$ cat config.mk
export PLATFORM = sky130hd
export DESIGN_NAME = clk_gate_ctrl
export DESIGN_NICKNAME = d
export VERILOG_FILES = /design/src/rtl/clk_gate_pkg.sv /design/src/rtl/clk_gate_timer.sv /design/src/rtl/clk_gate_ctrl.sv
export SDC_FILE = /design/constraint.sdc
export NUM_CORES = 1
export LEC_CHECK = 0
export CAP_MARGIN = 20
export CORE_MARGIN = 3
export CORE_UTILIZATION = 35
export CTS_BUF_LIST = sky130_fd_sc_hd__clkbuf_8
export DETAILED_ROUTE_END_ITERATION = 8
export GPL_TIMING_DRIVEN = 0
export PLACE_DENSITY = 0.57
export SYNTH_ARGS = -nofsm -noshare
export SYNTH_HDL_FRONTEND = slang
export SYNTH_SLANG_ARGS = --single-unit
$ cat constraint.sdc
create_clock -name clk -period 2.52 [get_ports clk]
set_input_delay 0.504 -clock clk [delete_from_list [all_inputs] [get_ports clk]]
set_output_delay 0.504 -clock clk [all_outputs]
set_load 0.02 [all_outputs]
$ cat src/rtl/clk_gate_pkg.sv
// Shared types and constants for the activity-based clock gate controller.
package clk_gate_pkg;

  localparam int unsigned OFF_CNT_W = 8;

  typedef enum logic [1:0] {
    OFF  = 2'd0,
    WAKE = 2'd1,
    ON   = 2'd2,
    IDLE = 2'd3
  } cg_state_t;

  localparam logic [OFF_CNT_W-1:0] OFF_CNT_MAX = 8'hFF;

endpackage

$ cat src/rtl/clk_gate_timer.sv
// Loadable down-counter shared by the wake-settle and idle-hysteresis phases.
module clk_gate_timer #(
  parameter int unsigned CNT_W = 8
) (
  input  logic             clk,
  input  logic             rstn,
  input  logic             load,
  input  logic [CNT_W-1:0] load_val,
  input  logic             dec,
  output logic             zero_c
);

  logic [CNT_W-1:0] cnt;

  // Load wins over decrement; decrement stops at zero.
  always_ff @(posedge clk or negedge rstn) begin
    if (!rstn) begin
      cnt <= '0;
    end else if (load) begin
      cnt <= load_val;
    end else if (dec && (cnt != '0)) begin
      cnt <= cnt - CNT_W'(1);
    end
  end

  assign zero_c = (cnt == '0);

endmodule

$ cat src/rtl/clk_gate_ctrl.sv
// Drives the ICG enable from requester activity with wake settle and idle hysteresis.
module clk_gate_ctrl
  import clk_gate_pkg::*;
#(
  parameter int unsigned N_REQ    = 4,
  parameter int unsigned CNT_W    = 8,
  parameter int unsigned WAKE_DLY = 2
) (
  input  logic                 clk,
  input  logic                 rstn,
  input  logic [N_REQ-1:0]     req,
  output logic [N_REQ-1:0]     gnt,
  input  logic                 force_on,
  input  logic                 cfg_auto_en,
  input  logic [CNT_W-1:0]     cfg_idle_thr,
  input  logic                 cnt_clr,
  output logic                 gate_en,
  output logic [1:0]           state_o,
  output logic [OFF_CNT_W-1:0] off_cnt
);

  cg_state_t        state;
  cg_state_t        state_nxt;
  logic             keep_c;
  logic             tmr_zero_c;
  logic             tmr_load;
  logic             tmr_dec;
  logic [CNT_W-1:0] tmr_val;
  logic             off_inc;

  // Anything that wants the clock running; overrides behave like a held request.
  assign keep_c = (|req) | force_on | ~cfg_auto_en;

  clk_gate_timer #(
    .CNT_W (CNT_W)
  ) u_timer (
    .clk      (clk),
    .rstn     (rstn),
    .load     (tmr_load),
    .load_val (tmr_val),
    .dec      (tmr_dec),
    .zero_c   (tmr_zero_c)
  );

  // State register.
  always_ff @(posedge clk or negedge rstn) begin
    if (!rstn) begin
      state <= OFF;
    end else begin
      state <= state_nxt;
    end
  end

  // Next-state logic.
  always_comb begin
    state_nxt = state;
    unique case (state)
      OFF:  if (keep_c) state_nxt = WAKE;
      WAKE: if (tmr_zero_c) state_nxt = ON;
      ON:   if (!keep_c) state_nxt = IDLE;
      IDLE: begin
        if (keep_c) begin
          state_nxt = ON;
        end else if (tmr_zero_c) begin
          state_nxt = OFF;
        end
      end
      default: state_nxt = OFF;
    endcase
  end

  // Timer control and gate-off event; idle threshold is sampled only on IDLE entry.
  always_comb begin
    tmr_load = 1'b0;
    tmr_dec  = 1'b0;
    tmr_val  = '0;
    off_inc  = 1'b0;
    unique case (state)
      OFF: begin
        if (keep_c) begin
          tmr_load = 1'b1;
          tmr_val  = CNT_W'(WAKE_DLY - 1);
        end
      end
      WAKE: tmr_dec = 1'b1;
      ON: begin
        if (!keep_c) begin
          tmr_load = 1'b1;
          tmr_val  = cfg_idle_thr;
        end
      end
      IDLE: begin
        if (!keep_c) begin
          if (tmr_zero_c) begin
            off_inc = 1'b1;
          end else begin
            tmr_dec = 1'b1;
          end
        end
      end
      default: ;
    endcase
  end

  // Registered ICG enable, tracks the next state so it always equals (state != OFF).
  always_ff @(posedge clk or negedge rstn) begin
    if (!rstn) begin
      gate_en <= 1'b0;
    end else begin
      gate_en <= (state_nxt != OFF);
    end
  end

  // Saturating gate-off counter; clear beats increment.
  always_ff @(posedge clk or negedge rstn) begin
    if (!rstn) begin
      off_cnt <= '0;
    end else if (cnt_clr) begin
      off_cnt <= '0;
    end else if (off_inc && (off_cnt != OFF_CNT_MAX)) begin
      off_cnt <= off_cnt + OFF_CNT_W'(1);
    end
  end

  assign gnt     = req & {N_REQ{state == ON}};
  assign state_o = state;

endmodule

==> results by group <==
Detailed routing
  – Vias/cell: 5.71
  – Routed WL: 3.45 mm
  – First-pass detailed-route iteration total: 4
  – Via Count: 1274
  – DRC viols: 0
  – Initial DRC Count: 66
  – DR WL/cell: 15.5 µm
  – Antenna Nets Post-Route: 0

Floorplan
  – Chip width: 66.2 µm
  – Initial Utilization: 37.1%
  – Area of the die: 4380 µm²
  – Core area: 3420 µm²
  – Die Span Y: 66.2 µm
  – Row count: 21
  – I/O pin total: 32

Clock network
  – Worst skew pair latency: 270 ps
  – Clock Tree Root: clkbuf_8
  – TritonCTS Buffers: 3
  – Clock transition at the registers of the reported paths: 80 ps
  – Sinks on Clock Net: 19
  – H-tree Lvls: 1
  – Longest Clk Path Bufs: 2
  – CTS tree: done

Worst setup path
  – Crit. End Element: flip-flop
  – FF-to-FF path depth: 6
  – Worst Path Buf+Inv: 1
  – Critical Path Max Stage Delay: 500 ps
  – Worst path cell trace: clkdlybuf4s50_1 -> nor4_4 -> nand2_2 -> or3_1 -> or4_1 -> a21oi_1
  – Critical path peak fanout: 9
  – Slowest stage cell on the critical path: or4_1
  – Startpoint types: input pin
  – Stages on worst setup path: 6
  – Crit path max-delay family: simple AND/OR/NAND/NOR gates
  – CP required: 2710 ps
  – Crit path DAT: 2650 ps
  – Worst setup path class: input pin to flip-flop

Synth
  – Area leader, netlist: dfrtp_1
  – Area share of the largest cell type after synthesis: 37.5%
  – Post-synthesis register bit count: 19
  – Mapped Cells: 143
  – Distinct cells, synth: 40
  – Mean Syn Cell Area: 8.87 µm²
  – Mapped Area: 1270 µm²
  – Area contributors post-synth: dfrtp_1 (37%), nor2_1 (4.7%), nand2_1 (3.8%)
  – Ys Warns: 0
  – Syn_nets: 163
  – Register area share after synthesis: 37.5%

STA
  – RSZ-0062 raised after global routing: false
  – Slew Limit Headroom: 40.2%
  – Peak Freq: 0.407 GHz
  – Final number of max-transition violations: 0
  – Post-route minimum period: 2460 ps
  – Final Hold Fails: 0
  – Period utilization: 97.5%
  – Setup Viol. Count Final: 0
  – Setup Skew: 2.49 ps
  – Hold Slack: 571 ps
  – Worst Tran Pin Value: 894 ps

Placed design
  – Post-DP HPWL: 2.49 mm
  – Port bufs: 30
  – Placed cells: 219
  – Final GP Congestion: 0.849

Final layout
  – Nets: 198
  – Number of fill cells: 351
  – ANT cells: 0
  – Post-Layout Cell Count: 223
  – Area delta synth->final: 34.2%
  – Share of layout cells above drive strength 1: 9.60%

Global routing
  – GRT overflow: 0
  – Pin count of the biggest net entering global routing: 20
  – Number of global-route vias before repair: 1181
  – Initial antenna violation count: 0
  – First-pass GRT wire length: 5.91 mm
  – GRT Overall Usage: 17.7%

Power and ir drop
  – Pleak: 0.638 nW
  – Max VDD drop: 170 µV
  – Cell Pwr Density: 433 nW/µm²

Outcome
  – Status: completed

Worst hold path
  – Worst hold-check path type: flip-flop to flip-flop
  – Worst hold path stage count: 2

Job
  – Max Cap Viol: 0
==> flip-flops by register name, summed over array words and instances, names as in the netlist <==
name and flops:
state_o 2, u_timer.cnt 8, gate_en 1, off_cnt 8
==> stage by stage <==
step           area [µm²]  TNS, ps  worst slack, ps  total power, mW  util (%)
2_1_floorplan        1270        0              470            0.435         -
3_3_place_gp         1630    -2310             -319            0.501      47.6
3_5_place_dp         1630    -2410             -340            0.502      47.6
4_1_cts              1690        0             16.8            0.738      49.4
5_1_grt              1700        0             3.85            0.781      49.9
6_report             1700        0             62.7            0.738      49.9
==> timing repair <==
item                                    4_1_cts  5_1_grt
hold buffers                                  0        0
buffers inserted                              0        0
resized for setup                             2        6
endpoints found under the setup margin        6       11
==> kinds of logic after synthesis <==
kind of cell	synth area share, %
mux	1.58
xor+xnor	3.45
fa+ha+maj	2.96
flops	37.5
buf+inv	2.46
compound gates	18.4
simple gates	33.6
==> cell type report <==
type	count	area, µm²	area share (%)
repair buffers	30	300	17.6
clock inverters	1	7.51	0.441
inverters	5	18.8	1.10
well taps	46	57.6	3.38
flip-flops and latches	19	475	27.9
multi-input cells	116	790	46.4
plain buffers	3	12.5	0.735
clock buffers	3	41.3	2.42
==> Yosys cell counts <==
master     number
o211ai_1        1
mux2i_1         2
nor3_2          1
ha_1            3
xnor2_1         5
buf_2           1
nand2_1        13
a2111oi_0       1
a31oi_1         3
nand3b_1        2
a32oi_1         1
and4b_1         1
or3_1           3
dfrtp_1        19
clkbuf_1        1
o221ai_1        5
nand4_4         1
nand4_1         2
nand3_1         8
or3b_2          1
o2bb2ai_1       4
and2_1          4
nor3_1          2
o31ai_1         2
a21oi_1         8
nand2b_1        2
nor2_1         16
or2b_1          1
o22ai_1         1
nor4_1          5
nor2_2          1
a21o_1          2
inv_1           5
nand2_2         1
buf_1           1
or4_1           3
nor3_4          2
o21ai_0         7
nor2b_1         1
nor4_4          1
==> cells in the final DEF (no fill, tap or decap), types with 4 or more instances in the layout <==
master and instances:
nand2_1 13, o221ai_1 5, inv_1 5, nor2_1 15, o2bb2ai_1 4, xnor2_1 5
and2_1 4, dfrtp_1 19, a21oi_1 8, o21ai_0 6, clkdlybuf4s50_1 30, nand3_1 7
nor4_1 5
==> metal layers <==
layer  global-route usage (%)  vias up  routed length, µm  part of all wire, %
met1                     25.6      622               1680                   49
li1                         -      606                  -                    -
met2                     25.9       42               1510                   44
met5                        0        -                  0                    0
met3                     3.06        4                213                  6.2
met4                     7.11        0                 48                  1.4
==> power by group <==
group / total [mW] / internal, mW / leakage, nW / switching, mW
Sequential: 0.340 / 0.320 / 0.221 / 0.0205
Clock: 0.233 / 0.112 / 0.0217 / 0.121
Combinational: 0.165 / 0.0741 / 0.396 / 0.0907
==> worst register-to-register path: cells and delay by family, from the launching register on <==
kind	cells	cell delay, ps
AO/OA/AOI/OAI	1	150
adder cells (fa/ha/maj)	1	240
buffers and inverters	1	140
flip-flops	1	420
AND/OR/NAND/NOR	3	1120
==> final timing paths <==
path	startpoint	endpoint	slack, ps
max in group asynchronous	rstn	off_cnt[3]	1240
hold reg to reg	u_timer.cnt[1]	u_timer.cnt[1]	570
setup reg to reg	u_timer.cnt[0]	off_cnt[7]	380
setup / recovery	req[0]	off_cnt[7]	60
min in group asynchronous	rstn	state_o[0]	730
hold / removal	u_timer.cnt[1]	u_timer.cnt[1]	570
(Power assumes the default switching activity.)
==> patch: new RTL, same flow settings <==
`CNT_W` is set to 8 in 2 places; all go to 10.
--- a/src/rtl/clk_gate_timer.sv
+++ b/src/rtl/clk_gate_timer.sv
@@ -2,3 +2,3 @@
 module clk_gate_timer #(
-  parameter int unsigned CNT_W = 8
+  parameter int unsigned CNT_W = 10
 ) (
--- a/src/rtl/clk_gate_ctrl.sv
+++ b/src/rtl/clk_gate_ctrl.sv
@@ -5,3 +5,3 @@
   parameter int unsigned N_REQ    = 4,
-  parameter int unsigned CNT_W    = 8,
+  parameter int unsigned CNT_W    = 10,
   parameter int unsigned WAKE_DLY = 2
Interface: changed (resized cfg_idle_thr); port bits go from 32 to 34. No check against the original RTL was run, so the function may have changed too.
==> patch against the original RTL <==
Design area increased by 2.9%; area after synthesis increased by 2.7%; sequential cell count increased by 2; worst setup slack improved by 72 ps; total power increased by 20%; combinational power increased by 53%; count of clock-buffer cells in the layout unchanged; routed wire length decreased by 0.96%; critical path type unchanged.
==> patch: results (changes against the original RTL) <==
Global route
  • Met3 Resource Use GR: 2.87% (-0.19 points)
  • Total global-route track usage: 16.4% (-1.3 points)
  • Wire length of the first global-routing pass: 5.54 mm (-6.3%)
  • Met1 Use GR: 23.9% (-1.7 points)
  • Number of global-route vias before repair: 1142 (-3.3%)

Synthesis
  • Mapped Nets: 164 (+0.61%)
  • Most frequent cells after synthesis: 21 x sky130_fd_sc_hd__dfrtp_1, 16 x sky130_fd_sc_hd__nor2_1, 10 x sky130_fd_sc_hd__o21ai_0
  • Portion of netlist area occupied by mux cells: 0.768% (-0.81 points)
  • Fraction of the mapped netlist area in compound gates: 20.0% (+1.5 points)

Power and ir drop
  • Leakage power: 0.682 nW (+7.0%)
  • Proportion of power drawn by combinational gates: 28.5% (+6.2 points)
  • Clock network power share: 25.7% (-5.9 points)
  • Post-layout total power: 0.000885 W (+20%)
  • Peak VDD IR: 0.246 mV (+45%)

Route
  • Vias after detailed routing: 1216 (-4.6%)
  • WL met1: 1.72 mm (+1.9%)

Place
  • Post-DP HPWL: 2.56 mm (+3.2%)
  • Final estimated routing congestion in global placement: 0.844 (-0.57%)
  • Count of input and output buffers: 32 (+6.7%)

STA
  • Hold slack: 408 ps (-163 ps)
  • Worst setup skew after layout: 4.07 ps (+1.57 ps)

Critical path
  • Depth of the worst register-to-register path: 8 (+2)
  • CP max stage delay: 450 ps (-50 ps)
  • CP max-delay cell: sky130_fd_sc_hd__clkdlybuf4s50_1

Outcome
  • Result of the run: finished clean

Cells and area
  • Post-layout nets: 202 (+2.0%)
-- patch: changes by cell type after synthesis, moves of 3 or more --
cell	unedited run	this run
sky130_fd_sc_hd__clkbuf_1	1	5
sky130_fd_sc_hd__a31oi_1	3	0
sky130_fd_sc_hd__o21ai_0	7	10
sky130_fd_sc_hd__a21oi_1	8	3
sky130_fd_sc_hd__o221ai_1	5	1
sky130_fd_sc_hd__nor3_1	2	6
sky130_fd_sc_hd__nand3_1	8	5
sky130_fd_sc_hd__a32o_1	0	3
sky130_fd_sc_hd__nor2b_1	1	4
sky130_fd_sc_hd__a22o_1	0	7
sky130_fd_sc_hd__nand2_1	13	5
sky130_fd_sc_hd__a2bb2oi_1	0	4
sky130_fd_sc_hd__o2bb2ai_1	4	0
-- patch: final cells by class --
type                            instances  area [um2]
Clock buffer                            3        41.3
Tap cell                               46        57.6
Buffer                                  9        51.3
Inverter                                4        15.0
Multi-Input combinational cell        109         712
Clock inverter                          1        5.00
Sequential cell                        21         526
Fill cell                             356        1720
Timing Repair Buffer                   33         345
